File: config.mk
export PLATFORM = sky130hd
export DESIGN_NAME = wl_demux_receiver
export DESIGN_NICKNAME = d
export VERILOG_FILES = /design/src/rtl/snn_soc_pkg.sv /design/src/rtl/wl_rx_sat_cnt.sv /design/src/rtl/wl_demux_receiver.sv
export SDC_FILE = /design/constraint.sdc
export NUM_CORES = 1
export LEC_CHECK = 0
export CAP_MARGIN = 20
export CORE_AREA = 2 2 144 146
export DETAILED_ROUTE_END_ITERATION = 16
export DIE_AREA = 0 0 146 148
export GPL_TIMING_DRIVEN = 0
export SYNTH_ARGS = -nofsm -noshare
export SYNTH_HDL_FRONTEND = slang
export SYNTH_HIERARCHICAL = 1
export SYNTH_SLANG_ARGS = --single-unit
File: constraint.sdc
create_clock -name clk -period 3.2 [get_ports clk]
set_clock_uncertainty 0.05 [all_clocks]
set_input_delay 0.8 -clock clk [delete_from_list [all_inputs] [get_ports clk]]
set_output_delay 0.8 -clock clk [all_outputs]
set_load 0.1 [all_outputs]
File: src/rtl/snn_soc_pkg.sv
// Shared SoC constants and the WL receiver state/error encodings.
package snn_soc_pkg;

  localparam int NUM_INPUTS     = 64;
  localparam int WL_GROUP_WIDTH = 8;

  typedef enum logic {
    RX_IDLE,
    RX_COLLECT
  } wl_rx_state_t;

  typedef enum logic [1:0] {
    WL_ERR_NONE  = 2'b00,
    WL_ERR_ORDER = 2'b01,
    WL_ERR_TRUNC = 2'b10
  } wl_rx_err_t;

endpackage

File: src/rtl/wl_rx_sat_cnt.sv
// Saturating event counter; clear wins over increment in the same cycle.
module wl_rx_sat_cnt #(
  parameter int W = 16
) (
  input  logic         clk,
  input  logic         rst,
  input  logic         inc,
  input  logic         clr,
  output logic [W-1:0] cnt
);

  always_ff @(posedge clk) begin
    if (rst || clr) begin
      cnt <= '0;
    end else if (inc && (cnt != '1)) begin
      cnt <= cnt + W'(1);
    end
  end

endmodule

File: src/rtl/wl_demux_receiver.sv
// Receive endpoint of the 8-bit time-division WL multiplex: reassembles
// in-order groups into a full bitmap and reports ordering/truncation errors.
module wl_demux_receiver
  import snn_soc_pkg::*;
#(
  parameter int P_NUM_INPUTS = NUM_INPUTS,
  parameter int P_GROUP_W    = WL_GROUP_WIDTH,
  parameter int P_CNT_W      = 16,
  localparam int GROUPS      = P_NUM_INPUTS / P_GROUP_W,
  localparam int SEL_W       = $clog2(GROUPS)
) (
  input  logic                    clk,
  input  logic                    rst,
  input  logic [P_GROUP_W-1:0]    wl_data,
  input  logic [SEL_W-1:0]        wl_group_sel,
  input  logic                    wl_latch,
  input  logic                    cnt_clr,
  output logic [P_NUM_INPUTS-1:0] wl_bitmap_out,
  output logic                    wl_valid_pulse_out,
  output logic                    rx_busy,
  output logic                    err_pulse,
  output logic [1:0]              err_code,
  output logic [P_CNT_W-1:0]      frame_cnt,
  output logic [P_CNT_W-1:0]      err_cnt
);

  if ((P_NUM_INPUTS % P_GROUP_W != 0) || (GROUPS < 2)) begin : g_bad_params
    $fatal(1, "wl_demux_receiver: P_NUM_INPUTS must be a multiple of P_GROUP_W with >= 2 groups");
  end

  localparam logic [SEL_W-1:0] LAST_IDX = SEL_W'(GROUPS - 1);

  logic [P_GROUP_W-1:0]    s_data;
  logic [SEL_W-1:0]        s_sel;
  logic                    s_latch;
  wl_rx_state_t            state;
  logic [SEL_W-1:0]        exp_idx;
  logic [P_NUM_INPUTS-1:0] asm_buf;
  wl_rx_err_t              err_code_r;

  logic [P_NUM_INPUTS-1:0] merged;
  logic [P_NUM_INPUTS-1:0] fresh;
  logic                    frame_done;
  logic                    err_now;
  wl_rx_err_t              err_kind;

  // Decode the registered sample into a frame completion or an error event.
  always_comb begin
    merged = asm_buf;
    merged[int'(s_sel)*P_GROUP_W +: P_GROUP_W] = s_data;
    fresh = '0;
    fresh[P_GROUP_W-1:0] = s_data;
    frame_done = 1'b0;
    err_now    = 1'b0;
    err_kind   = WL_ERR_NONE;
    case (state)
      RX_IDLE: begin
        if (s_latch && (s_sel != '0)) begin
          err_now  = 1'b1;
          err_kind = WL_ERR_ORDER;
        end
      end
      RX_COLLECT: begin
        if (!s_latch || (s_sel == '0)) begin
          err_now  = 1'b1;
          err_kind = WL_ERR_TRUNC;
        end else if (s_sel == exp_idx) begin
          frame_done = (exp_idx == LAST_IDX);
        end else begin
          err_now  = 1'b1;
          err_kind = WL_ERR_ORDER;
        end
      end
      default: ;
    endcase
  end

  always_ff @(posedge clk) begin
    if (rst) begin
      s_data             <= '0;
      s_sel              <= '0;
      s_latch            <= 1'b0;
      state              <= RX_IDLE;
      exp_idx            <= '0;
      asm_buf            <= '0;
      wl_bitmap_out      <= '0;
      wl_valid_pulse_out <= 1'b0;
      err_pulse          <= 1'b0;
      err_code_r         <= WL_ERR_NONE;
    end else begin
      s_data             <= wl_data;
      s_sel              <= wl_group_sel;
      s_latch            <= wl_latch;
      wl_valid_pulse_out <= frame_done;
      err_pulse          <= err_now;
      if (err_now) begin
        err_code_r <= err_kind;
      end
      // A sel=0 sample always opens a new frame, even when it aborts one.
      if (s_latch && (s_sel == '0)) begin
        asm_buf <= fresh;
        exp_idx <= SEL_W'(1);
        state   <= RX_COLLECT;
      end else if (state == RX_COLLECT) begin
        if (s_latch && (s_sel == exp_idx) && (exp_idx != LAST_IDX)) begin
          asm_buf <= merged;
          exp_idx <= exp_idx + SEL_W'(1);
        end else begin
          if (frame_done) begin
            wl_bitmap_out <= merged;
          end
          exp_idx <= '0;
          state   <= RX_IDLE;
        end
      end
    end
  end

  assign rx_busy  = (state == RX_COLLECT);
  assign err_code = err_code_r;

  wl_rx_sat_cnt #(.W(P_CNT_W)) u_frame_cnt (
    .clk (clk),
    .rst (rst),
    .inc (frame_done),
    .clr (cnt_clr),
    .cnt (frame_cnt)
  );

  wl_rx_sat_cnt #(.W(P_CNT_W)) u_err_cnt (
    .clk (clk),
    .rst (rst),
    .inc (err_now),
    .clr (cnt_clr),
    .cnt (err_cnt)
  );

endmodule

# Word level (Yosys, flattened, before mapping)

Cells that the tools add are included.
W data, S select, Z words.

Output and inout port bits: 101
Input bits: 15
Register bits: 180

Bitwise logic cells: 3
Add/sub/neg operators: 4
Equality and inequality tests: 5
Shifts and indexed selects: 2
Muxes and demuxes: 21
Reductions and logical operators: 17

Operator list:

| operator                  | count |
|---|---|
| $bwmux W64                | 1 |
| $shift A8 B33 Y64 const A | 1 |
| $shiftx A8 B33 Y64        | 1 |
| $neg A6 Y33               | 1 |
| $add A16 B1 Y16 const B   | 2 |
| $ne A16 B16 Y1 const B    | 2 |
| $mux W8                   | 3 |
| $mux W1                   | 13 |
| $logic_and A1 B1 Y1       | 6 |
| $pmux W2 S2               | 1 |
| $reduce_and A2 Y1         | 2 |
| $reduce_and A4 Y1         | 1 |
| $reduce_bool A2 Y1        | 2 |
| $add A3 B1 Y3 const B     | 1 |
| $eq A3 B3 Y1              | 1 |
| $eq A3 B3 Y1 const B      | 1 |
| $logic_not A3 Y1          | 1 |
| $mux W3                   | 1 |
| $ne A3 B3 Y1 const B      | 1 |
| $not A1 Y1                | 3 |
| $reduce_bool A3 Y1        | 1 |
| $logic_or A1 B1 Y1        | 2 |
| $mux W2                   | 1 |
| $pmux W1 S2               | 1 |
| 2 further kinds           | 2 |

# Logic depth before layout (Yosys ltp)

Gate-level depths: netlist (run 1).

Depth in word-level cells: 6
Gate-level depth with buffers: 11
Gate-level depth less buffers: 10

# Hierarchy

Netlist (run 1), hierarchy kept.

Modules (own cells, without submodules):

| module            | area an instance (µm²) | cells each | instances | seq. area each (µm²) |
|---|---|---|---|---|
| wl_demux_receiver | 6208.5                 | 741        | 1         | 2962.8 |
| wl_rx_sat_cnt     | 847.1                  | 95         | 2         | 320.3 |

# Least setup slack after synthesis (run 1)

OpenSTA, ideal clock, no wires.

Path type: reg2reg
Start point: register state (netlist: rx_busy)
End point: register u_frame_cnt.cnt[10]
Stages on the path, launching flop included: 8
Setup slack: 0.190 ns
Arrival: 2.843 ns
Path through: dfxtp_1 nand3_1 or2_2 nor2_1 nand4_1 a211oi_1 a31oi_1 a41o_1

Cells in the longest elaborated chain, start to end: 2

Ends and longest elaborated chain:

| element                | line                     | text |
|---|---|---|
| from (decl)            | wl_demux_receiver.sv:36  | `wl_rx_state_t state;` |
| from (signal assigned) | wl_demux_receiver.sv:83  | `state <= RX_IDLE;` |
| from (signal assigned) | wl_demux_receiver.sv:103 | `state <= RX_COLLECT;` |
| from (signal assigned) | wl_demux_receiver.sv:113 | `state <= RX_IDLE;` |
| $mux W1                | wl_demux_receiver.sv:56  | `case (state)` |
| named net frame_done   | wl_demux_receiver.sv:43  | `logic frame_done;` |
| $logic_and A1 B1 Y1    | wl_rx_sat_cnt.sv:15      | `end else if (inc && (cnt != '1)) begin` |
| to (signal assigned)   | wl_rx_sat_cnt.sv:16      | `cnt <= cnt + W'(1);` |
| to (decl)              | wl_rx_sat_cnt.sv:9       | `output logic [W-1:0] cnt` |

The timed path passes the listed nets, and every way through them passes these cells.
A chain may end at the register's enable or synchronous reset.

# Worst setup path after layout (run 1)

Start point: input rst
End point: register asm_buf[48]

Cells in the longest elaborated chain, start to end: 1

Ends and longest elaborated chain:

| element                           | line                     | text |
|---|---|---|
| from (decl)                       | wl_demux_receiver.sv:13  | `input logic rst,` |
| $reduce_or A2 Y1 (no source line) | n/a                      |  |
| to (signal assigned)              | wl_demux_receiver.sv:101 | `asm_buf <= fresh;` |
| to (signal assigned)              | wl_demux_receiver.sv:106 | `asm_buf <= merged;` |
| to (decl)                         | wl_demux_receiver.sv:38  | `logic [P_NUM_INPUTS-1:0] asm_buf;` |

No other way between the ends.

==> results.toml, run 1 <==
[global_routing]
gr-usage-met2_pct = 32.9
use_met1_pct = 29.3
track_usage_pct = 21.2
grt_pass1_vias = 6679
busiest_layer = "met2"
grt_max_degree = 17
grt_use_met3_pct = 5.09
antenna_found_initial = 0
gr-total-overflow = 0
grt_pass1_wl_um = 36300

[floorplan]
dieArea_mm2 = 0.0216
die_h_um = 148
fp.dieW_um = 146
placementRows = 52
start_util_pct = 39.4
core-area_mm2 = 0.0200
pin_count = 116

[detailed_routing]
wl_um = 23200
drc_errors = 0
drt_iter0_markers = 510
drt_pre_antenna_iters = 7
viasPerCell = 5.37
ant_nets = 0
vias = 7238
wl_per_cell_um = 17.2

[finish]
syn_to_final_growth_pct = 26.4
antenna_cells = 0
drive_gt1_share_pct = 7.52
fin_cells = 1347
layout.nets = 1087

[placed_design]
post-place-cells = 1316
port_buffers = 115
place_hpwl_um = 16500
gp_congestion = 0.919

[yosys]
yosys_register_bits = 180
synth_flop_cell = "dfxtp_1"
yosys_warnings = 6
synthCells = 931
synth_top_area_share_pct = 45.6
synth-edff-count = 0
synth_area_mm2 = 0.00790
yosysMostFrequentCell = "dfxtp_1"
ys_types = 48
yosys.area.top_type = "dfxtp_1"
async_flop_share_pct = 0
synthTopCellsByArea = "dfxtp_1, a21oi_1, a211oi_1"
yosysSeqAreaShare_pct = 45.6
synthTopCellsByCount = "dfxtp_1, nor2_1, a21oi_1"
syn_area_per_cell_um2 = 8.49
synthesis.nets = 953

[clock_network]
clock-sinks = 180
ctsHoldBuffers = 0
cts_root_buf = "clkbuf_16"
numCtsBuffers = 17
clockBufferDepth = 2
ctsResizeCount = 0
clk_pin_slew_ns = 0.07
post_cts_buffers = 0
tritoncts = "built"
cts-htree-levels = 4
clk_latency_ns = 0.44

[sta]
hold_violations = 0
min_period_over_period_pct = 94.7
finalCriticalPeriod_ns = 3.03
finalSetupTns_ns = 0
worst_pin_slew_ns = 1.05
fmax_mhz = 330
relSlewSlack_pct = 29.7
setup_viol = 0
rsz0062_at_grt = "false"
slew_violations = 0

[critical_path]
r2r-end = "asm_buf[48]"
arrival_ns = 3.28
regToRegSetupSlack_ns = 0.24
crit_start = "rst"
crit_path_end = "asm_buf[48]"
cp-end-kind = "flop"
r2r-start = "s_sel[0]"
crit_fanout = 10
setup.worst_path.class = "input pin to flop"
reg2reg_depth = 10
worstPathRequired_ns = 3.45
startpoint_type = "input pin"

[power]
sw_frac_of_total_pct = 23.7
cellPowerDensity_mw_per_mm2 = 465
leakage_nw = 3.37
pwr-share-seq_pct = 48.9
combPwrFrac_pct = 5.5
p_clk_share_pct = 45.6
p_int_mw = 3.54
p_sw_mw = 1.10
ir_drop_v = 0.000367

[hold_path]
hp-class = "flop to flop"
min_from = "err_code[0]"

[outcome]
status = "finished clean"

[job]
max_cap_viol_count = 0
## layout by cell type (no fill, tap or decap), types with 3 or more instances in the layout
master           Yosys  layout
a211oi_1            66      66
a21oi_1            111     111
a31oi_1             15      15
a41o_1               8       8
and2_1              18      18
and4_1               8       8
buf_1                8       8
buf_2               17      17
buf_6                8       8
clkbuf_1            38      39
clkbuf_16            0      17
clkbuf_8             0       3
clkdlybuf4s50_1      0     115
dfxtp_1            180     180
ha_1                 7       7
inv_1                5       5
mux2i_1             31      31
nand2_1             82      82
nand2b_1             4       4
nand3_1             29      29
nand4_1             11      11
nand4_2              3       3
nand4_4              3       3
nor2_1             117     116
nor2b_1             17      17
nor3_1               8       8
o21ai_0             66      66
o31ai_1              6       6
or2_2                4       4
or3_1               19      19
or4_1                6       6
xnor2_1              3       3
xor2_1               4       4
## power groups by stage
stage	clock, mW	sequential (mW)	combinational, mW
after global routing	2.24	2.27	0.275
after detailed placement	0	2.32	0.251
after floorplan	0	2.33	0.143
after global placement	0	2.32	0.252
final	2.12	2.27	0.255
after CTS	2.15	2.27	0.253
## worst min-delay path by stage
stage / end / slack [ns] / cells past startpoint
6_report: err_code[0] / 0.41 / 2
5_1_grt: err_code[0] / 0.44 / 2
4_1_cts: err_code[0] / 0.41 / 2
3_5_place_dp: err_code[0] / 0.41 / 2
3_3_place_gp: err_code[0] / 0.40 / 2
2_1_floorplan: asm_buf[15] / 0.40 / 2
## logic make-up after synthesis
group,Yosys count,synth area share [%]
AOI/OAI and AO/OA,278,21.1
xor gates and xnor gates,8,0.982
buffers and inverters,79,4.86
and+or+nand+nor,348,22.4
DFF,180,45.6
adders and majority gates,7,1.11
muxes,31,3.93
## metal layers
metal / up-vias / wire, um
li1: 3613 / -
met1: 3381 / 10800
met4: 0 / 465
met3: 36 / 1420
met5: - / 0
met2: 208 / 10500
## per-stage QoR
stage                     worst slack (ns)  total power, mW  util, %  hold slack, ns  area [um2]
final                                0.169             4.64     49.8           0.414        9990
after global routing               0.00184             4.79     49.8           0.437        9990
after CTS                            0.167             4.68     49.8           0.415        9980
after detailed placement            -0.226             2.57     46.9           0.406        9390
after global placement              -0.223             2.57     46.9           0.399        9390
after floorplan                      0.190             2.48        -           0.400        7900
## cell type report
type                            instances  area, um2
Fill cell                            2032      10100
Sequential cell                       180       3600
Multi-Input combinational cell        672       3920
Timing Repair Buffer                  115       1150
Buffer                                 74        365
Clock inverter                         10        123
Inverter                                5       18.8
Tap cell                              270        338
Clock buffer                           21        470
## state kept, by name (all words and copies together) (netlist names)
| name | flops |
|---|---|
| s_sel | 3 |
| rx_busy | 1 |
| u_frame_cnt/cnt | 16 |
| err_pulse | 1 |
| asm_buf | 64 |
| err_code | 2 |
| s_latch | 1 |
| exp_idx | 3 |
| wl_bitmap_out | 64 |
| wl_valid_pulse_out | 1 |
| u_err_cnt/cnt | 16 |
| s_data | 8 |
## worst max-delay path: stages
cell	delay, ns
clkdlybuf4s50_1	0.54
clkbuf_1	0.58
nand2b_1	0.28
clkbuf_1	0.44
clkbuf_1	0.53
a21oi_1	0.09
(Power assumes the default switching activity.)
==> run 2, diff against run 1 <==
--- a/config.mk
+++ b/config.mk
@@ -6,11 +6,10 @@
 export NUM_CORES = 1
 export LEC_CHECK = 0
 export CAP_MARGIN = 20
-export CORE_AREA = 2 2 144 146
+export CORE_AREA = 2 2 142 144
 export DETAILED_ROUTE_END_ITERATION = 16
-export DIE_AREA = 0 0 146 148
+export DIE_AREA = 0 0 144 146
 export GPL_TIMING_DRIVEN = 0
 export SYNTH_ARGS = -nofsm -noshare
 export SYNTH_HDL_FRONTEND = slang
-export SYNTH_HIERARCHICAL = 1
 export SYNTH_SLANG_ARGS = --single-unit
==> results.toml, run 2 <==
[sta]
setup_ws_ns = 0.195
hold_violations = 0
min_period_over_period_pct = 93.9
fmax_mhz = 333
slew_violations = 0
worst_pin_slew_ns = 1.03
finalCriticalPeriod_ns = 3.00
relSlewSlack_pct = 30.8
setup_viol = 0
finalSetupTns_ns = 0
rsz0062_at_grt = "false"

[clock_network]
clk_latency_ns = 0.43
clock-sinks = 180
cts-htree-levels = 4
ctsHoldBuffers = 0
cts_root_buf = "clkbuf_16"
clk_pin_slew_ns = 0.07
clockBufferDepth = 2
numCtsBuffers = 17
tritoncts = "built"

[detailed_routing]
wl_per_cell_um = 16.6
drc_errors = 0
drt_iter0_markers = 453
wl_um = 20700
vias = 6430
viasPerCell = 5.14
drt_pre_antenna_iters = 5
ant_nets = 0

[hold_path]
hp-class = "flop to flop"
worstHoldEndpoint = "err_code[0]"
min_from = "err_code[0]"
holdPathStages = 2

[yosys]
synth_compound_area_share_pct = 13.8
yosys_warnings = 0
synth_area_mm2 = 0.00768
synthCells = 838
synth-edff-count = 0
synthTopCellsByCount = "dfxtp_1, nor2_1, mux2i_1"
synth_top_area_share_pct = 46.9
yosysMostFrequentCell = "dfxtp_1"
synthTopCellsByArea = "dfxtp_1, mux2i_1, nor2_1"
async_flop_share_pct = 0
yosys.area.top_type = "dfxtp_1"
synth-adder-area-share_pct = 1.14
synthMuxAreaShare_pct = 12.6
yosys_register_bits = 180
synthSimpleGateAreaFrac_pct = 20.4
yosysSeqAreaShare_pct = 46.9
synth_flop_cell = "dfxtp_1"
synthesis.nets = 860
synthXorXnorAreaFrac_pct = 1.43
syn_area_per_cell_um2 = 9.17
ys_types = 53
synth_top_family_by_area = "simple AND/OR/NAND/NOR gates"

[critical_path]
crit_fanout = 10
cp-end-kind = "flop"
startpoint_type = "flop"
setup.worst_path.class = "flop to flop"
worstPathRequired_ns = 3.43
reg2reg_depth = 10
r2r-end = "wl_bitmap_out[16]"
r2r-start = "s_sel[0]"
regToRegSetupSlack_ns = 0.20
arrival_ns = 3.24

[finish]
top_regs = "asm_buf x64, wl_bitmap_out x64"
layout_common_cells = "dfxtp_1, nor2_1, clkdlybuf4s50_1"
fin_cells = 1251
final_common_cell = "dfxtp_1"
layout.nets = 995
drive_gt1_share_pct = 6.90
syn_to_final_growth_pct = 27.1
antenna_cells = 0

[global_routing]
grt_max_degree = 17
track_usage_pct = 20.3
gr-total-overflow = 0
grt_pass1_wl_um = 33100
antenna_found_initial = 0
grt_pass1_vias = 5962

[floorplan]
dieArea_mm2 = 0.0210
pin_count = 116
core-area_mm2 = 0.0193
start_util_pct = 39.7
fp.dieW_um = 144
die_h_um = 146
placementRows = 51

[job]
max_cap_viol_count = 0

[placed_design]
post-place-cells = 1218
port_buffers = 115
place_ws_ns = 0.0398
place_hpwl_um = 14600
gp_congestion = 0.800

[power]
p_total_mw = 4.56
cellPowerDensity_mw_per_mm2 = 467
leakage_nw = 3.34
ir_drop_v = 0.000396

[outcome]
status = "finished clean"
-- run 2: changes by cell type in the layout (fill, tap and decap cells not counted), moves of 8 or more --
| cell | delta |
|---|---|
| mux2i_1 | +66 |
| a21oi_1 | -59 |
| nand2_1 | -42 |
| a31oi_1 | -14 |
| nand3_1 | -13 |
| o21ai_0 | -51 |
| clkbuf_1 | -8 |
| nor2_1 | +55 |
-- run 2: worst max-delay path, cell delays in order (launching register included) --
cell and delay, ns:
dfxtp_1 0.41, buf_4 0.20, inv_1 0.06, ha_1 0.22
ha_1 0.25, and4b_1 0.29, nand4_1 0.32, nor2_4 0.23
buf_12 0.15, clkbuf_1 0.51, a211oi_1 0.16
-- run 2: layout make-up --
| cell class | instances | area (um2) |
|---|---|---|
| buffer | 57 | 262 |
| clock buffer | 22 | 474 |
| clock inverter | 10 | 98.8 |
| fill | 1861 | 9570 |
| inverter | 5 | 18.8 |
| multi-input combinational | 596 | 3800 |
| sequential | 180 | 3600 |
| tap | 265 | 332 |
| timing repair buffer | 116 | 1170 |
-- run 2: how the worst max path moves through the flow --
| stage | from | to | slack [ns] |
|---|---|---|---|
| after floorplan | u_err_cnt.cnt[0] | u_err_cnt.cnt[0] | 0.46 |
| after global placement | s_sel[0] | wl_bitmap_out[52] | 0.01 |
| after detailed placement | s_sel[0] | wl_bitmap_out[52] | 0.04 |
| after CTS | s_sel[0] | wl_bitmap_out[52] | 0.02 |
| after global routing | s_sel[0] | asm_buf[56] | 0.006 |
| final | s_sel[0] | wl_bitmap_out[16] | 0.20 |
-- run 2: layer usage --
metal | global-route usage [%] | wire (um) | vias to the layer above
met5 | 0 | 0 | -
met4 | 6.08 | 353 | 0
met3 | 3.36 | 1150 | 25
met2 | 30.0 | 9130 | 173
met1 | 30.0 | 10100 | 3004
li1 | - | - | 3228
-- run 2: cell families after synthesis --
kind of cell,count (synthesis)
and+or+nand+nor,323
DFF,180
xor gates and xnor gates,10
AOI/OAI and AO/OA,159
adders and majority gates,7
buffers and inverters,62
muxes,97
-- run 2: per-stage QoR --
step	util [%]	cell area (um2)	hold slack [ns]
floorplan	-	7680	0.386
global placement	47.4	9160	0.391
detailed placement	47.4	9160	0.397
CTS	50.4	9740	0.406
global route	50.5	9760	0.419
finish	50.5	9760	0.405
-- run 2: where the power goes --
| part | switching [mW] | internal (mW) | leakage [nW] | total, mW |
|---|---|---|---|---|
| Combinational | 0.162 | 0.0773 | 1.61 | 0.240 |
| Sequential | 0.0229 | 2.25 | 1.45 | 2.28 |
| Clock | 0.899 | 1.14 | 0.277 | 2.04 |
-- run 2: what timing repair did --
action / 4_1_cts / 5_1_grt
buffers inserted: 0 / 1
gates resized for setup: 0 / 1
endpoints found under the setup margin: 0 / 61
==> run 3, diff against run 2 <==
==> constraint.sdc (replaced) <==
create_clock -name clk -period 3.53 [get_ports clk]
set_clock_uncertainty 0.05 [all_clocks]
set_input_delay 0.8825 -clock clk [delete_from_list [all_inputs] [get_ports clk]]
set_output_delay 0.8825 -clock clk [all_outputs]
set_load 0.1 [all_outputs]
==> results.toml, run 3 (synthesis gave the netlist of run 2 again) <==
[critical_path]
cp-end-kind = "flop"
arrival_ns = 3.45
worstPathRequired_ns = 3.77
startpoint_type = "flop"
regToRegSetupSlack_ns = 0.32
reg2reg_depth = 9
r2r-start = "s_sel[0]"
r2r-end = "wl_bitmap_out[16]"
crit_start = "s_sel[0]"
setup.worst_path.class = "flop to flop"
crit_fanout = 10

[global_routing]
antenna_found_initial = 0
busiest_layer = "met2"
track_usage_pct = 20.3
use_met1_pct = 30.0
grt_pass1_wl_um = 33100
grt_use_met3_pct = 3.36
grt_max_degree = 17
gr-usage-met2_pct = 30.0
gr-total-overflow = 0
grt_pass1_vias = 5962

[detailed_routing]
vias = 6407
wl_um = 20700
drt_pre_antenna_iters = 4
ant_nets = 0
drc_errors = 0
wl_per_cell_um = 16.6
viasPerCell = 5.13
drt_iter0_markers = 417

[placed_design]
place_hpwl_um = 14600
placed_cell_area_mm2 = 0.00916
post-place-cells = 1218
gp_congestion = 0.800
port_buffers = 115

[finish]
fin_cells = 1250
drive_gt1_share_pct = 6.80
layout.nets = 994
final_util_pct = 50.4
layout_common_cells = "dfxtp_1, nor2_1, clkdlybuf4s50_1"
syn_to_final_growth_pct = 26.8
top_regs = "asm_buf x64, wl_bitmap_out x64"
antenna_cells = 0
final_common_cell = "dfxtp_1"
fin_area_mm2 = 0.00974

[clock_network]
clockBufferDepth = 2
clk_pin_slew_ns = 0.07
post_cts_buffers = 0
cts-htree-levels = 4
clock-sinks = 180
clk_latency_ns = 0.44
numCtsBuffers = 17
ctsHoldBuffers = 0
ctsResizeCount = 0
tritoncts = "built"
cts_root_buf = "clkbuf_16"

[power]
cellPowerDensity_mw_per_mm2 = 424
p_total_mw = 4.13
leakage_nw = 3.33
ir_drop_v = 0.000361

[floorplan]
die_h_um = 146
dieArea_mm2 = 0.0210
fp.dieW_um = 144
core-area_mm2 = 0.0193
placementRows = 51
start_util_pct = 39.7
pin_count = 116

[hold_path]
holdPathStages = 2
min_from = "err_code[0]"
worstHoldEndpoint = "err_code[0]"
hp-class = "flop to flop"

[sta]
setup_viol = 0
worst_pin_slew_ns = 1.03
fmax_mhz = 311
hold_violations = 0
finalSetupTns_ns = 0
rsz0062_at_grt = "false"
finalCriticalPeriod_ns = 3.21
slew_violations = 0
relSlewSlack_pct = 31.1
min_period_over_period_pct = 90.9

[job]
max_cap_viol_count = 0

[outcome]
status = "finished clean"
## run 3: cell types whose count changed in the layout (fill, tap and decap cells not counted), sizes merged
cell,before,now
buf,29,28
## run 3: per-layer routing
layer  part of all wire (%)  vias up
li1                       -     3230
met1                     50     3023
met2                     44      132
met3                    4.3       22
met4                    1.5        0
met5                      0        -
## run 3: final cells by class
cell class | count | area, um2
fillers | 1863 | 9600
multi-input cells | 596 | 3800
clock buffers | 22 | 474
repair buffers | 115 | 1150
clock inverters | 10 | 98.8
flip-flops and latches | 180 | 3600
well taps | 265 | 332
inverters | 5 | 18.8
plain buffers | 57 | 262
## run 3: through the flow
stage | worst slack [ns] | hold WS (ns)
6_report | 0.320 | 0.405
5_1_grt | 0.131 | 0.419
4_1_cts | 0.349 | 0.406
3_5_place_dp | 0.370 | 0.397
3_3_place_gp | 0.342 | 0.391
2_1_floorplan | 0.793 | 0.386
## run 3: worst max-delay path by stage
| stage | slack, ns | depth (start not counted) | to |
|---|---|---|---|
| floorplan | 0.79 | 8 | u_err_cnt.cnt[0] |
| global placement | 0.34 | 10 | wl_bitmap_out[52] |
| detailed placement | 0.37 | 10 | wl_bitmap_out[52] |
| CTS | 0.35 | 10 | wl_bitmap_out[52] |
| global route | 0.13 | 10 | wl_bitmap_out[52] |
| finish | 0.32 | 9 | wl_bitmap_out[16] |
## run 3: critical path: stages (launching register included)
cell      delay, ns
dfxtp_1        0.41
buf_4          0.20
inv_1          0.06
ha_1           0.22
ha_1           0.25
and4b_1        0.29
nand4_1        0.29
nor2_2         0.56
clkbuf_1       0.57
a211oi_1       0.16
## run 3: power by group
| part | total [mW] | switching (mW) | leakage, nW | internal (mW) |
|---|---|---|---|---|
| logic | 0.217 | 0.147 | 1.60 | 0.0700 |
| registers | 2.06 | 0.0208 | 1.45 | 2.04 |
| clock network | 1.85 | 0.815 | 0.277 | 1.03 |
| total | 4.13 | 0.983 | 3.33 | 3.15 |
